===== src/rtl/mem_arbiter_n_if.sv =====
// -----------------------------------------------------------------------------
// mem_arbiter_n_if
// Bundles the requester-side and downstream-memory-side signals of the
// N-channel line arbiter.
//   Requester side : port_read, port_write, port_address, port_wdata (to arbiter)
//                    port_resp, port_rdata (from arbiter)
//   Memory side    : mem_read, mem_write, mem_address, mem_wdata (from arbiter)
//                    mem_rdata, mem_resp (to arbiter)
// Modports:
//   slave  - the arbiter itself
//   master - the environment (requesters plus downstream memory)
// Parameters NUM_PORTS and s_offset must match the arbiter instance.
// -----------------------------------------------------------------------------
interface mem_arbiter_n_if #(
  parameter int NUM_PORTS = 2,
  parameter int s_offset  = 5
);
  localparam int LINE = (2**s_offset) * 8;

  logic [NUM_PORTS-1:0]      port_read;
  logic [NUM_PORTS-1:0]      port_write;
  logic [NUM_PORTS*32-1:0]   port_address;
  logic [NUM_PORTS*LINE-1:0] port_wdata;
  logic [NUM_PORTS-1:0]      port_resp;
  logic [LINE-1:0]           port_rdata;

  logic                      mem_read;
  logic                      mem_write;
  logic [31:0]               mem_address;
  logic [LINE-1:0]           mem_wdata;
  logic [LINE-1:0]           mem_rdata;
  logic                      mem_resp;

  modport slave (
    input  port_read, port_write, port_address, port_wdata, mem_rdata, mem_resp,
    output port_resp, port_rdata, mem_read, mem_write, mem_address, mem_wdata
  );

  modport master (
    output port_read, port_write, port_address, port_wdata, mem_rdata, mem_resp,
    input  port_resp, port_rdata, mem_read, mem_write, mem_address, mem_wdata
  );
endinterface


===== src/rtl/mem_arbiter_n.sv =====
// -----------------------------------------------------------------------------
// mem_arbiter_n
// Arbitrates NUM_PORTS line read/write requesters onto a single downstream
// memory (cacheline adaptor) channel, one transaction at a time.
// Ports:
//   clk  - single clock, rising edge
//   rst  - asynchronous active-high reset
//   bus  - mem_arbiter_n_if.slave: per-channel requests/wdata in, one-cycle
//          per-channel completion pulse plus shared read line out, downstream
//          read/write/address/wdata out, downstream rdata/resp in.
// Build option:
//   MEM_ARBITER_RR_EN defined   -> round-robin arbitration
//   MEM_ARBITER_RR_EN undefined -> fixed priority, lowest channel index wins
// Transaction flow: IDLE (grant + capture) -> BUSY (hold until mem_resp,
// completion pulse in that same cycle) -> DONE (one quiet cycle) -> IDLE.
// -----------------------------------------------------------------------------
module mem_arbiter_n #(
  parameter int NUM_PORTS = 2,
  parameter int s_offset  = 5
) (
  input  logic           clk,
  input  logic           rst,
  mem_arbiter_n_if.slave bus
);
  localparam int LINE = (2**s_offset) * 8;
  localparam int GW   = $clog2(NUM_PORTS);

  typedef enum logic [1:0] {
    IDLE = 2'd0,
    BUSY = 2'd1,
    DONE = 2'd2
  } state_e;

  state_e               state_q, state_d;
  logic [GW-1:0]        grant_q;
  logic                 mem_read_q;
  logic                 mem_write_q;
  logic [31:0]          mem_address_q;
  logic [LINE-1:0]      mem_wdata_q;

  logic [NUM_PORTS-1:0] req_s;
  logic                 any_req_s;
  logic                 grant_s;
  logic                 resp_s;
  logic [GW-1:0]        win_s;
  logic                 win_write_s;
  logic [31:0]          win_addr_s;
  logic [LINE-1:0]      win_wdata_s;
  logic [NUM_PORTS-1:0] port_resp_s;
  logic [LINE-1:0]      port_rdata_s;

  assign req_s     = bus.port_read | bus.port_write;
  assign any_req_s = |req_s;
  assign grant_s   = (state_q == IDLE) && any_req_s;
  // A mem_resp outside BUSY (e.g. a late one after reset) is ignored here.
  assign resp_s    = (state_q == BUSY) && bus.mem_resp;

`ifdef MEM_ARBITER_RR_EN
  logic [GW-1:0] rr_ptr_q;
  logic [GW-1:0] rr_idx_s;
  logic          found_s;

  // Round-robin pick: scan from the slot after the previous winner.
  always_comb begin
    win_s    = '0;
    rr_idx_s = '0;
    found_s  = 1'b0;
    for (int k = 1; k <= NUM_PORTS; k++) begin
      rr_idx_s = GW'((int'(rr_ptr_q) + k) % NUM_PORTS);
      win_s    = (!found_s && req_s[rr_idx_s]) ? rr_idx_s : win_s;
      found_s  = found_s | req_s[rr_idx_s];
    end
  end

  // Pointer remembers the last winner; reset value makes channel 0 first.
  always_ff @(posedge clk or posedge rst) begin
    if (rst) begin
      rr_ptr_q <= GW'(NUM_PORTS - 1);
    end else if (grant_s) begin
      rr_ptr_q <= win_s;
    end else begin
      rr_ptr_q <= rr_ptr_q;
    end
  end
`else
  // Fixed priority pick: descending scan so the lowest requester wins.
  always_comb begin
    win_s = '0;
    for (int k = NUM_PORTS - 1; k >= 0; k--) begin
      win_s = req_s[GW'(k)] ? GW'(k) : win_s;
    end
  end
`endif

  // Winner's operation, address and line; write dominates a simultaneous read.
  always_comb begin
    win_write_s = bus.port_write[win_s];
    win_addr_s  = bus.port_address[32*int'(win_s) +: 32];
    win_wdata_s = bus.port_wdata[LINE*int'(win_s) +: LINE];
  end

  // FSM state register.
  always_ff @(posedge clk or posedge rst) begin
    if (rst) begin
      state_q <= IDLE;
    end else begin
      state_q <= state_d;
    end
  end

  // FSM next-state logic.
  always_comb begin
    state_d = state_q;
    case (state_q)
      IDLE:    state_d = any_req_s ? BUSY : IDLE;
      BUSY:    state_d = bus.mem_resp ? DONE : BUSY;
      DONE:    state_d = IDLE;
      default: state_d = IDLE;
    endcase
  end

  // Transaction capture: downstream outputs are registered at grant and held
  // until mem_resp, so requester activity during BUSY cannot disturb them.
  always_ff @(posedge clk or posedge rst) begin
    if (rst) begin
      grant_q       <= '0;
      mem_read_q    <= 1'b0;
      mem_write_q   <= 1'b0;
      mem_address_q <= 32'h0000_0000;
      mem_wdata_q   <= '0;
    end else if (grant_s) begin
      grant_q       <= win_s;
      mem_read_q    <= ~win_write_s;
      mem_write_q   <= win_write_s;
      mem_address_q <= win_addr_s;
      mem_wdata_q   <= win_wdata_s;
    end else if (resp_s) begin
      grant_q       <= grant_q;
      mem_read_q    <= 1'b0;
      mem_write_q   <= 1'b0;
      mem_address_q <= 32'h0000_0000;
      mem_wdata_q   <= '0;
    end else begin
      grant_q       <= grant_q;
      mem_read_q    <= mem_read_q;
      mem_write_q   <= mem_write_q;
      mem_address_q <= mem_address_q;
      mem_wdata_q   <= mem_wdata_q;
    end
  end

  // FSM outputs: completion pulse and read line pass through in the mem_resp cycle.
  always_comb begin
    port_resp_s  = '0;
    port_rdata_s = '0;
    if (resp_s) begin
      port_resp_s[grant_q] = 1'b1;
      port_rdata_s         = bus.mem_rdata;
    end else begin
      port_resp_s  = '0;
      port_rdata_s = '0;
    end
  end

  assign bus.port_resp   = port_resp_s;
  assign bus.port_rdata  = port_rdata_s;
  assign bus.mem_read    = mem_read_q;
  assign bus.mem_write   = mem_write_q;
  assign bus.mem_address = mem_address_q;
  assign bus.mem_wdata   = mem_wdata_q;
endmodule

===== src/flat_wrapper.sv =====
// flat-port wrapper written by rule: the top's interface ports become plain ports
module mem_arbiter_n_flat 
#(
  parameter int NUM_PORTS = 2,
  parameter int s_offset  = 5
)
  (clk, rst, bus_port_read, bus_port_write, bus_port_address, bus_port_wdata, bus_mem_rdata, bus_mem_resp, bus_port_resp, bus_port_rdata, bus_mem_read, bus_mem_write, bus_mem_address, bus_mem_wdata);
  mem_arbiter_n_if #(.NUM_PORTS(NUM_PORTS), .s_offset(s_offset)) bus_i ();
  input  logic clk;
  input  logic rst;
  input wire logic [$bits(bus_i.port_read)-1:0] bus_port_read;
  input wire logic [$bits(bus_i.port_write)-1:0] bus_port_write;
  input wire logic [$bits(bus_i.port_address)-1:0] bus_port_address;
  input wire logic [$bits(bus_i.port_wdata)-1:0] bus_port_wdata;
  input wire logic [$bits(bus_i.mem_rdata)-1:0] bus_mem_rdata;
  input wire logic [$bits(bus_i.mem_resp)-1:0] bus_mem_resp;
  output wire logic [$bits(bus_i.port_resp)-1:0] bus_port_resp;
  output wire logic [$bits(bus_i.port_rdata)-1:0] bus_port_rdata;
  output wire logic [$bits(bus_i.mem_read)-1:0] bus_mem_read;
  output wire logic [$bits(bus_i.mem_write)-1:0] bus_mem_write;
  output wire logic [$bits(bus_i.mem_address)-1:0] bus_mem_address;
  output wire logic [$bits(bus_i.mem_wdata)-1:0] bus_mem_wdata;
  assign bus_i.port_read = bus_port_read;
  assign bus_i.port_write = bus_port_write;
  assign bus_i.port_address = bus_port_address;
  assign bus_i.port_wdata = bus_port_wdata;
  assign bus_i.mem_rdata = bus_mem_rdata;
  assign bus_i.mem_resp = bus_mem_resp;
  assign bus_port_resp = bus_i.port_resp;
  assign bus_port_rdata = bus_i.port_rdata;
  assign bus_mem_read = bus_i.mem_read;
  assign bus_mem_write = bus_i.mem_write;
  assign bus_mem_address = bus_i.mem_address;
  assign bus_mem_wdata = bus_i.mem_wdata;
  mem_arbiter_n #(.NUM_PORTS(NUM_PORTS), .s_offset(s_offset)) u_core (.clk(clk), .rst(rst), .bus(bus_i));
endmodule

===== config.mk =====
export PLATFORM = sky130hd
export DESIGN_NAME = mem_arbiter_n_flat
export DESIGN_NICKNAME = d
export VERILOG_FILES = /design/src/rtl/mem_arbiter_n_if.sv /design/src/rtl/mem_arbiter_n.sv /design/src/flat_wrapper.sv
export SDC_FILE = /design/constraint.sdc
export NUM_CORES = 1
export LEC_CHECK = 0
export ABC_AREA = 1
export CAP_MARGIN = 20
export CORE_AREA = 8 8 527 529
export CTS_BUF_LIST = sky130_fd_sc_hd__clkbuf_4
export CTS_CLUSTER_DIAMETER = 80
export CTS_CLUSTER_SIZE = 12
export DETAILED_ROUTE_END_ITERATION = 8
export DIE_AREA = 0 0 535 537
export GPL_TIMING_DRIVEN = 0
export SLEW_MARGIN = 10
export SYNTH_ARGS = -nofsm -noshare
export SYNTH_HDL_FRONTEND = slang
export SYNTH_SLANG_ARGS = --single-unit

===== constraint.sdc =====
create_clock -name clk -period 14.8 [get_ports clk]
set_input_delay 3.7 -clock clk [delete_from_list [all_inputs] [get_ports clk]]
set_output_delay 3.7 -clock clk [all_outputs]
set_load 0.02 [all_outputs]

==> Word level (Yosys, flattened, before mapping) <==
Index checks and enable logic that the tools add are counted.
{ "totals": {"wordCells": 37, "inputBits": 839, "ff_bits": 293} }
{ "classes": {"reduce_logical": 6, "n_mux": 17, "n_shift": 2, "n_eq_ne": 1, "magnitude_cmp": 3, "n_bitwise": 2} }
{ "op_table": {"columns": ["cell", "count"], "rows": [
  ["$mux W256", 3],
  ["$shiftx A512 B10 Y256", 1],
  ["$mux W32", 2],
  ["$shiftx A64 B7 Y32", 1],
  ["$mux W1", 8],
  ["$lt A1 B2 Y1 const B", 2],
  ["$mux W2", 2],
  ["$pmux W2 S2", 1],
  ["$logic_and A1 B1 Y1", 3],
  ["$eq A2 B1 Y1 const B", 1],
  ["$logic_not A2 Y1", 1],
  ["$or A2 B2 Y2", 1],
  ["$reduce_bool A2 Y1", 1],
  ["$reduce_or A2 Y1", 1],
  ["$demux W1 S1", 1],
  ["$ge A1 B1 Y1 const B", 1],
  ["$not A1 Y1", 1]
]} }

==> Longest topological paths before layout <==
{ "logic_depth": {"word_depth": 6, "mapped_depth": 8} }

==> Least setup slack after synthesis <==
OpenSTA, ideal clock, no wires.
{ "synth_timing": {"path_kind": "input -> output", "start": "input bus_mem_resp", "end": "output bus_port_rdata[247]", "setup_slack_ps": 6656, "arrival_time_ps": 4444, "path_stages": 4, "cell_sequence": "nand3_2 buf_2 buf_2 nor2_1"} }
{ "synth_between": {"elab_chain_cells": 2} }
{ "synth_rtl": {"columns": ["element", "line", "text"], "rows": [
  ["start, declared", "flat_wrapper.sv:16", "input wire logic [$bits(bus_i.mem_resp)-1:0] bus_mem_resp;"],
  ["$logic_and A1 B1 Y1", "mem_arbiter_n.sv:56", "assign resp_s = (state_q == BUSY) && bus.mem_resp;"],
  ["$mux W256", "mem_arbiter_n.sv:156", "if (resp_s) begin"],
  ["end, declared", "flat_wrapper.sv:18", "output wire logic [$bits(bus_i.port_rdata)-1:0] bus_port_rdata;"]
]} }
No other way between the ends.

==> Final worst setup path <==
{ "layout_timing": {"start": "input bus_mem_resp", "end": "output bus_port_rdata[23]"} }
Same word-level chain as after synthesis.

==> run_results.csv <==
group,metric,value,unit
place,gp_congestion,0.9732,
clocking,postCtsResizedCells,0,
die,start_util,5.242,%
clocking,htreeDepth,2,
finish,fin_nets,3827,
drt,ant_nets,0,
logic_synthesis,synthDominantCellAreaShare,51.76,%
drt,avgRoutedWirePerCell,29.98,um
clocking,numCtsBuffers,36,
timing,timing.final.ws_setup,4.334,ns
grt,first_global_vias,17524,
clocking,post_cts_buffers,0,
logic_synthesis,synth_fp_nets,2689,
power,power.leakage,12.95,nW
timing,fin_crit_sh,70.72,%
timing,hold_viol,0,
place,pre_cts_ws,4.052,ns
power,p_total,5.450,mW
timing,rsz0062_at_grt,"no",
drt,first_pass_iters,5,
die,dieArea,287300,um2
logic_synthesis,synthCells,1850,
finish,layout-drive-gt1-share,6.129,%
timing,max_freq,95.54,MHz
clocking,path_clk_slew,0.10,ns
clocking,insertion_delay,0.93,ns
status,status,"finished clean",
setup_path,cp.arrival,6.77,ns
timing,clock_skew,0.06768,ns
setup_path,cp-start-kind,"primary input",
logic_synthesis,synth_top_cell_by_area,"dfrtp_1",
place,hpwlAfterDp,183.6,mm
grt,grt_max_degree,93,
die,rows,191,
place,port-buffer-count,1097,
timing,whs,0.5101,ns
clocking,clock_path_buffers,3,
grt,track_usage,13.11,%
clocking,ctsHoldBuffers,0,
logic_synthesis,ys_seq_area_share,51.76,%
drt,vias,18292,
timing,tightest_slew,0.9112,ns
logic_synthesis,yosys_warnings,0,
grt,overflow,0,
logic_synthesis,synth_area,14120,um2
drt,via_per_inst,2.765,
setup_path,crit_type,"in -> out",
drt,routed_wl,198.4,mm
die,boundaryPins,1387,
grt,grt_first_pass_wirelength,234.3,mm
setup_path,cp.required,11.10,ns
setup_path,crit_path_end_kind,"output port",
drt,initialDrtViolationCount,1007,
timing,setup_violations,0,
worst_hold_path,hold_path.class,"reg -> reg",
drt,route.detailed.drc,0,
finish,areaGrowthSynthToFinish,114.0,%
job,max_cap_viol_count,0,
die,core_area,269300,um2
clocking,cts_root_buffer,"clkbuf_4",
timing,slew_headroom,39.06,%
die,fp.dieW,535,um
timing,fin_crit,10.47,ns
power,power_density,180.4,nW/um2
clocking,tritoncts,"built",
logic_synthesis,synth_seq_cells,292,
clocking,cts.sinks,292,
logic_synthesis,synth.distinct_cells,13,
timing,slew_viol_final,0,
grt,antenna_found_initial,239,
logic_synthesis,syn_area_per_cell,7.631,um2
setup_path,path_max_fanout,10,
power,ir_drop,0.0001069,V
logic_synthesis,ys_top_cells_by_area,"dfrtp_1 52%, nand3_1 20%, nand2_1 7.9%",
die,die_h,537,um
## final timing paths
kind	start	end	slack [ns]	depth (start not counted)
max reg2reg	u_core.state_q[1]	u_core.bus.mem_wdata[27]	12.55	6
min reg2reg	u_core.bus.mem_wdata[51]	u_core.bus.mem_wdata[51]	0.51	2
min	u_core.bus.mem_wdata[51]	u_core.bus.mem_wdata[51]	0.51	2
max	bus_mem_resp	bus_port_rdata[23]	4.33	6
min in group asynchronous	rst	u_core.bus.mem_wdata[11]	3.14	2
max in group asynchronous	rst	u_core.bus.mem_wdata[146]	10.22	4
## cell usage in the layout (no fill, tap or decap)
cell type / synthesis / layout
clkdlybuf4s50_1: 0 / 1097
nand3_1: 578 / 578
nand2_1: 297 / 297
dfrtp_1: 292 / 292
inv_1: 263 / 262
nor2_1: 258 / 258
buf_2: 102 / 102
diode_2: 0 / 44
clkbuf_4: 0 / 36
buf_4: 27 / 27
clkbuf_1: 27 / 27
inv_8: 0 / 5
clkinv_1: 0 / 3
buf_16: 0 / 3
buf_1: 2 / 2
clkinvlp_4: 0 / 2
bufinv_16: 0 / 2
clkinv_4: 0 / 2
inv_6: 0 / 2
nor2_2: 1 / 1
nand3_2: 1 / 1
o21ai_0: 1 / 1
conb_1: 1 / 1
inv_2: 0 / 1
## power breakdown
| part | switching, mW | internal, mW | leakage (nW) |
|---|---|---|---|
| clock network | 0.372 | 0.163 | 0.245 |
| registers | 0.209 | 1.16 | 3.67 |
| logic | 2.27 | 1.28 | 9.03 |
| total | 2.85 | 2.60 | 12.9 |
## synthesized netlist by cell type, drive strengths merged
cell type	count
buf	131
o21ai	1
nand3	579
nand2	297
dfrtp	292
nor2	259
clkbuf	27
conb	1
inv	263
## metrics by stage
stage,utilization [%],TNS (ns),cell area (um2),std cells
after floorplan,-,0,14120,1850
after global placement,10.98,-510.20,29560,6517
after detailed placement,11.01,0,29650,6520
after CTS,11.17,0,30100,6572
after global routing,11.19,0,30140,6588
final,11.22,0,30210,6616
## routing by layer
layer  routed length (um)  vias up  global-route usage [%]  share of wire (%)
met5                 1061        -                       0               0.53
met4                 5211      162                   2.374                2.6
met3                35310      422                   10.55                 18
met1                64310     8324                   12.24                 32
met2                92470     1269                   22.64                 47
li1                     -     8115                       -                  -
## state kept, by name, indices dropped and copies added (netlist names)
signal,cells
u_core.bus.mem_read,1
u_core.state_q,2
u_core.bus.mem_write,1
u_core.bus.mem_address,32
u_core.bus.mem_wdata,256
## logic make-up (layout without fill, tap and decap cells)
kind of cell | Yosys count | count (layout) | share of synthesized area, %
buffers and inverters | 421 | 1573 | 12.82
other | 1 | 45 | 0.02656
AND/OR/NAND/NOR | 1135 | 1135 | 35.36
flip-flops | 292 | 292 | 51.76
AO/OA/AOI/OAI | 1 | 1 | 0.03542
## area by class of cell
cell class,instances,area (um2)
Buffer,158,822.0
Sequential cell,292,7307
Timing Repair Buffer,1100,11060
Inverter,263,994.7
Clock buffer,36,270.3
Multi-Input combinational cell,1137,5001
Clock inverter,16,170.2
Tap cell,3570,4467
Antenna cell,44,110.1
Fill cell,31201,239100
## worst max-delay path, cell delays in order
cell and delay [ns]:
clkdlybuf4s50_1 0.51, nand3_2 0.56, buf_2 0.46, buf_2 0.24, nor2_1 0.28, clkdlybuf4s50_1 0.98
Power figures use the tool's default switching activity.
